$ cat src/rtl/femto_pll_sequencer.sv
// femto_pll_sequencer: pulses the femtoPLL reset, waits for a stable lock, then releases system reset.
// Define FEMTO_PLL_SEQ_RETRY_LIMIT_EN to enable the MAX_RETRIES limit and the terminal FAIL state.
module femto_pll_sequencer #(
  parameter int RST_CYCLES    = 16,
  parameter int STABLE_CYCLES = 1024,
  parameter int LOCK_TIMEOUT  = 262144,
  parameter int MAX_RETRIES   = 3
) (
  input  logic       clk,
  input  logic       reset,
  input  logic       pll_locked,
  output logic       pll_reset,
  output logic       sys_reset,
  output logic       ready,
  output logic [2:0] state,
  output logic [3:0] retries,
  output logic       fail
);

  localparam int MAX_AB = (RST_CYCLES > STABLE_CYCLES) ? RST_CYCLES : STABLE_CYCLES;
  localparam int MAX_C  = (MAX_AB > LOCK_TIMEOUT) ? MAX_AB : LOCK_TIMEOUT;
  localparam int CW     = (MAX_C > 1) ? $clog2(MAX_C) : 1;

  localparam logic [CW-1:0] RST_LAST    = CW'(RST_CYCLES - 1);
  localparam logic [CW-1:0] STABLE_LAST = CW'(STABLE_CYCLES - 1);
  localparam logic [CW-1:0] LOCK_LAST   = CW'(LOCK_TIMEOUT - 1);

  localparam logic [2:0] ST_PLL_RST   = 3'd0;
  localparam logic [2:0] ST_WAIT_LOCK = 3'd1;
  localparam logic [2:0] ST_STABLE    = 3'd2;
  localparam logic [2:0] ST_RUN       = 3'd3;
`ifdef FEMTO_PLL_SEQ_RETRY_LIMIT_EN
  localparam logic [2:0] ST_FAIL      = 3'd4;
`endif

  logic [1:0]    sync;
  logic          locked_s;
  logic [2:0]    st;
  logic [2:0]    nxt;
  logic [CW-1:0] cnt;
  logic          timeout;
  logic [3:0]    retries_inc;

  // pll_locked comes from the PLL's own domain, so it is double-flopped before use
  always_ff @(posedge clk or posedge reset) begin
    if (reset) begin
      sync <= 2'b00;
    end else begin
      sync <= {sync[0], pll_locked};
    end
  end

  assign locked_s    = sync[1];
  assign retries_inc = (retries == 4'hf) ? 4'hf : retries + 4'd1;

  always_comb begin
    nxt     = st;
    timeout = 1'b0;
    case (st)
      ST_PLL_RST: begin
        if (cnt == RST_LAST) nxt = ST_WAIT_LOCK;
      end
      ST_WAIT_LOCK: begin
        // a lock arriving on the timeout cycle takes priority over the timeout
        if (locked_s) begin
          nxt = ST_STABLE;
        end else if (cnt == LOCK_LAST) begin
          timeout = 1'b1;
`ifdef FEMTO_PLL_SEQ_RETRY_LIMIT_EN
          nxt = (32'(retries_inc) == MAX_RETRIES) ? ST_FAIL : ST_PLL_RST;
`else
          nxt = ST_PLL_RST;
`endif
        end
      end
      ST_STABLE: begin
        if (!locked_s) nxt = ST_WAIT_LOCK;
        else if (cnt == STABLE_LAST) nxt = ST_RUN;
      end
      ST_RUN: begin
        if (!locked_s) nxt = ST_PLL_RST;
      end
`ifdef FEMTO_PLL_SEQ_RETRY_LIMIT_EN
      ST_FAIL: nxt = ST_FAIL;
`endif
      default: nxt = ST_PLL_RST;
    endcase
  end

  // cnt measures time spent in the current state and restarts on every transition
  always_ff @(posedge clk or posedge reset) begin
    if (reset) begin
      st      <= ST_PLL_RST;
      cnt     <= '0;
      retries <= 4'd0;
    end else begin
      st <= nxt;
      if (nxt != st) cnt <= '0;
      else cnt <= cnt + CW'(1);
      if (timeout) retries <= retries_inc;
    end
  end

  assign state     = st;
  assign sys_reset = (st != ST_RUN);
  assign ready     = (st == ST_RUN);

`ifdef FEMTO_PLL_SEQ_RETRY_LIMIT_EN
  assign pll_reset = (st == ST_PLL_RST) || (st == ST_FAIL);
  assign fail      = (st == ST_FAIL);
`else
  // MAX_RETRIES has no effect without the retry limit
  logic unused_max_retries;
  assign unused_max_retries = ^32'(MAX_RETRIES);
  assign pll_reset = (st == ST_PLL_RST);
  assign fail      = 1'b0;
`endif

endmodule

$ cat config.mk
export PLATFORM = sky130hd
export DESIGN_NAME = femto_pll_sequencer
export DESIGN_NICKNAME = d
export VERILOG_FILES = /design/src/rtl/femto_pll_sequencer.sv
export SDC_FILE = /design/constraint.sdc
export NUM_CORES = 1
export LEC_CHECK = 0
export ABC_AREA = 0
export CAP_MARGIN = 20
export CORE_MARGIN = 5
export CORE_UTILIZATION = 30
export DETAILED_ROUTE_END_ITERATION = 10
export DONT_BUFFER_PORTS = 1
export MAX_ROUTING_LAYER = met4
export PLACE_DENSITY = 0.51
export SYNTH_ARGS = -nofsm -noshare
export SYNTH_HDL_FRONTEND = slang
export SYNTH_SLANG_ARGS = --single-unit
$ cat constraint.sdc
create_clock -name clk -period 4.2 [get_ports clk]
set_clock_uncertainty 0.2 [all_clocks]
set_input_delay 0.84 -clock clk [delete_from_list [all_inputs] [get_ports clk]]
set_output_delay 0.84 -clock clk [all_outputs]
set_load 0.005 [all_outputs]
After elaboration in Yosys (flattened, before gate mapping)
Cells that the tools add are included.
{ "totals": {"ff_bits": 27, "elab_cells": 28, "in_bits": 3} }
{ "classes": {"eq_ne": 9, "n_mux": 12, "n_addsub": 2, "reduce_logical": 1} }
{ "op_table": {"columns": ["op", "n"], "rows": [
  ["$add 18x1->18 const B", 1],
  ["$eq 18x10->1 const B", 1],
  ["$eq 18x18->1 const B", 1],
  ["$eq 18x4->1 const B", 1],
  ["$mux 18", 1],
  ["$mux 3", 6],
  ["$pmux 3 s4", 1],
  ["$eq 3x2->1 const B", 2],
  ["$add 4x1->4 const B", 1],
  ["$eq 4x4->1 const B", 1],
  ["$mux 4", 1],
  ["$eq 3x1->1 const B", 1],
  ["$logic_not 3->1", 1],
  ["$mux 1", 3],
  ["$ne 3x2->1 const B", 1],
  ["$ne 3x3->1", 1]
]} }

Depth between registers and ports, before layout
{ "depth": {"depth_word": 6, "mapped_depth": 7, "ltp_nobuf": 6} }

Worst setup path after synthesis
OpenSTA, ideal clock, no wires.
{ "synth_timing": {"kind": "reg2reg", "start": "register cnt[0]", "end": "register retries[3]", "path_slack_ns": 2.128, "path_stages_with_launch": 8, "required_time_ns": 3.875, "setup_ns": 0.125, "t_arrival_ns": 1.747, "synth_period_minus_slack_ns": 2.072, "path_buffers": 1, "cell_sequence": "dfrtp_1 ha_1 nand3_1 nor3_4 and4_1 buf_6 nand4_4 mux2_4"} }
{ "synth_between": {"elab_chain_cells": 4} }
{ "synth_lines": {"columns": ["element", "line", "rtl"], "rows": [
  ["from (decl)", "40", "logic [CW-1:0] cnt;"],
  ["from (signal assigned)", "99", "else cnt <= cnt + CW'(1);"],
  ["$eq 18x18->1", "67", "end else if (cnt == LOCK_LAST) begin"],
  ["$mux 1", "67", null],
  ["$mux 1", "65", "if (locked_s) begin"],
  ["$mux 1", "59", "case (st)"],
  ["to (signal assigned)", "100", "if (timeout) retries <= retries_inc;"],
  ["to (decl)", "16", "output logic [3:0] retries,"]
]} }
Every way passes these cells.
A chain may end at the register's enable or synchronous reset.

Worst setup path in the final report
{ "layout_timing": {"start": "register cnt[0]", "end": "register cnt[1]"} }
{ "layout_between": {"elab_chain_cells": 6} }
{ "layout_lines": {"columns": ["element", "line", "rtl"], "rows": [
  ["$eq 18x10->1 / $eq 18x18->1 (equally long branches)", "78, 67", null],
  ["$mux 3, on equally long branches", "78, 67", null],
  ["$mux 3, on equally long branches", "77, 65", null],
  ["$pmux 3 s4", "59", null],
  ["$ne 3x3->1", "98", "if (nxt != st) cnt <= '0;"],
  ["$mux 18 (*)", "98", null]
]} }
Every way passes the cells marked *; elsewhere a longest branch is shown, timed or not.

==> impl_metrics.json <==
{
  "crit_family": "compound AO/OA/AOI/OAI gates",
  "diodes": 0,
  "finalMaxSlewViolations": 0,
  "cts_buffers": 3,
  "maxCapViolations": 0,
  "clockRootBuffer": "clkbuf_8",
  "clk_pin_slew_ns": 0.09,
  "gr-usage-met1_pct": 12.8,
  "core_um2": 4440,
  "slew_headroom_pct": 42.0,
  "drcViolationCount": 0,
  "fmax_mhz": 374,
  "syn-instance-count": 136,
  "firstDrtPassIters": 4,
  "synth.mux.area_fraction_pct": 1.08,
  "worst-path-buf-inv": 0,
  "tritoncts": "done",
  "grt_pass1_vias": 1044,
  "path_depth": 6,
  "cts.sinks": 27,
  "synthFlopType": "dfrtp_1",
  "final_cells": 190,
  "synthXorXnorAreaFrac_pct": 9.43,
  "hold_end": "sync[1]",
  "place.gp.congestion": 0.856,
  "drive_gt1_share_pct": 8.70,
  "rrSetupSlack_ns": 1.53,
  "grt_use_met2_pct": 16.4,
  "vias_per_cell": 5.21,
  "clock_path_buffers": 2,
  "yosysWarnings": 0,
  "setup_viol": 0,
  "pre_cts_ws_ns": 1.55,
  "dp_hpwl_mm": 1.98,
  "synth_edf_count": 0,
  "leakage_nw": 0.695,
  "htree_num_levels": 1,
  "hold_buffers": 0,
  "place_inst": 185,
  "routed_wl_mm": 2.80,
  "nNetsFinal": 144,
  "max_stage_delay_ns": 0.78,
  "ys_ff_latch": 27,
  "synth_simple_gate_area_share_pct": 25.0,
  "crit_fanout": 12,
  "cp.arrival_ns": 2.59,
  "setup_slack_ns": 1.53,
  "path_cells": "ha_1, nand3_1, nor3_4, a31oi_1, o31ai_2, a21boi_0",
  "grt_antenna_before_repair": 0,
  "r2r-end": "cnt[1]",
  "dieArea_um2": 6110,
  "synth_area_um2": 1390,
  "cellPowerDensity_nw_per_um2": 290,
  "crit_type": "reg -> reg",
  "rsz0062_at_grt": "false",
  "die-height_um": 78.2,
  "insertion_delay_ns": 0.28,
  "num_vias": 989,
  "status": "finished clean",
  "start_util_pct": 31.4,
  "grt_max_degree": 28,
  "r2r_start": "cnt[0]",
  "grt_usage_pct": 10.6,
  "post_drt_wl_per_cell_um": 14.7,
  "hold_depth": 0,
  "synthAdderAreaFrac_pct": 1.80,
  "io_pins": 14,
  "fin_area_um2": 1490,
  "cts.repair.resized": 0,
  "fin_crit_sh_pct": 63.7,
  "synth-compound-area-share_pct": 10.4,
  "synth_top_family_by_area": "simple AND/OR/NAND/NOR gates",
  "min_from": "sync[0]",
  "hp-class": "reg -> reg",
  "grt.overflow.total": 0,
  "grt_pass1_wl_mm": 4.98,
  "ys_types": 35,
  "grt_use_met3_pct": 3.32,
  "max-vdd-ir-drop_mv": 0.127,
  "cp_slowest_cell": "o31ai_2",
  "worst_slew_pin_slew_ns": 0.865,
  "placed_area_um2": 1430,
  "tns_ns": 0,
  "synthToLayoutAreaGrowth_pct": 7.09,
  "reg2reg_depth": 6,
  "hold_viol_final": 0,
  "async_flop_share_pct": 100,
  "core.rowCount": 24,
  "worstPathRequired_ns": 4.12,
  "yosysSeqAreaShare_pct": 48.5,
  "avgSynthCellArea_um2": 10.2,
  "critical_path.startpoint_type": "flop",
  "postCtsSetupBuffers": 0,
  "portBuffers": 0,
  "fp.dieW_um": 78.2,
  "final.min_clock_period_ns": 2.67,
  "ant_nets": 0,
  "busiest_layer": "met2",
  "drt_iter0_markers": 64,
  "crit_path_end_kind": "flop"
}
how the worst max path moves through the flow:
stage | startpoint | end | slack (ns)
3_3_place_gp | cnt[0] | cnt[1] | 1.67
5_1_grt | cnt[0] | cnt[1] | 1.23
3_5_place_dp | cnt[0] | cnt[1] | 1.55
6_report | cnt[0] | cnt[1] | 1.53
4_1_cts | cnt[0] | cnt[1] | 1.53
2_1_floorplan | cnt[0] | retries[3] | 2.13
logic make-up (layout without fill, tap and decap cells):
group           Yosys count  after routing
simple gates             58             58
compound gates           23             23
xor+xnor                 15             15
buf+inv                   9             10
mux                       1              1
fa+ha+maj                 2              2
other cells               1              2
flops                    27             27
layer usage:
metal / wire length (um) / part of all wire (%) / vias to the layer above
met5: 0 / 0 / -
met4: 46 / 1.6 / 0
met3: 170 / 6.1 / 5
met2: 1280 / 46 / 21
li1: - / - / 485
met1: 1300 / 46 / 478
cells in the final DEF (no fill, tap or decap), drive strengths merged:
cell type and instances:
a2111o 1, a211o 1, a21boi 1, a21oi 13, a31oi 3, and3 6, and3b 1, and4 2
buf 1, clkbuf 3, clkinv 1, conb 2, dfrtp 27, ha 2, inv 5, mux2 1
nand2 10, nand2b 2, nand3 5, nand4 6, nor2 11, nor2b 2, nor3 7, nor4 3
o21a 1, o21ai 1, o31ai 1, o41ai 1, or3 2, or4 1, xnor2 6, xor2 9
through the flow:
stage / total power, mW / hold slack (ns) / util [%]
after global placement: 0.288 / 0.143 / 32.2
after detailed placement: 0.289 / 0.138 / 32.2
final: 0.434 / 0.161 / 33.6
after global routing: 0.459 / 0.174 / 33.6
after CTS: 0.444 / 0.171 / 33.2
after floorplan: 0.284 / 0.131 / -
cell type report:
cell class	instances	area, um^2
repair buffers	1	15.0
flip-flops and latches	27	676
inverters	5	18.8
multi-input cells	101	672
clock inverters	1	5.00
fillers	452	2950
clock buffers	3	41.3
well taps	52	65.1
flip-flops by register name, summed over array words and instances, names as in the netlist:
| signal | count |
|---|---|
| retries | 4 |
| state | 3 |
| sync | 2 |
| cnt | 18 |
synth_stat cells, types with 2 or more instances:
| cell | number | area share (%) |
|---|---|---|
| dfrtp_1 | 27 | 48 |
| and4_1 | 2 | 1.3 |
| nand2b_1 | 2 | 0.90 |
| buf_4 | 2 | 1.1 |
| a31oi_1 | 3 | 1.3 |
| nand4_4 | 2 | 3.1 |
| and3_1 | 4 | 1.8 |
| xnor2_1 | 6 | 3.8 |
| inv_1 | 5 | 1.3 |
| nand4_1 | 4 | 1.8 |
| xor2_1 | 9 | 5.7 |
| nand2_1 | 10 | 2.7 |
| nand3_1 | 5 | 1.8 |
| a21oi_1 | 13 | 4.7 |
| nor2_1 | 11 | 3.0 |
| nor2b_1 | 2 | 0.90 |
| or3_1 | 2 | 0.90 |
| nor4_1 | 3 | 1.3 |
| nor3_1 | 6 | 2.2 |
| ha_1 | 2 | 1.8 |
| and3_2 | 2 | 1.1 |
power breakdown:
group          switching, mW  internal (mW)  total [mW]
Combinational         0.0114        0.00487      0.0162
Clock                 0.0825         0.0666       0.149
Sequential           0.00477          0.264       0.268
Total                 0.0986          0.335       0.434
(Power assumes the default switching activity.)
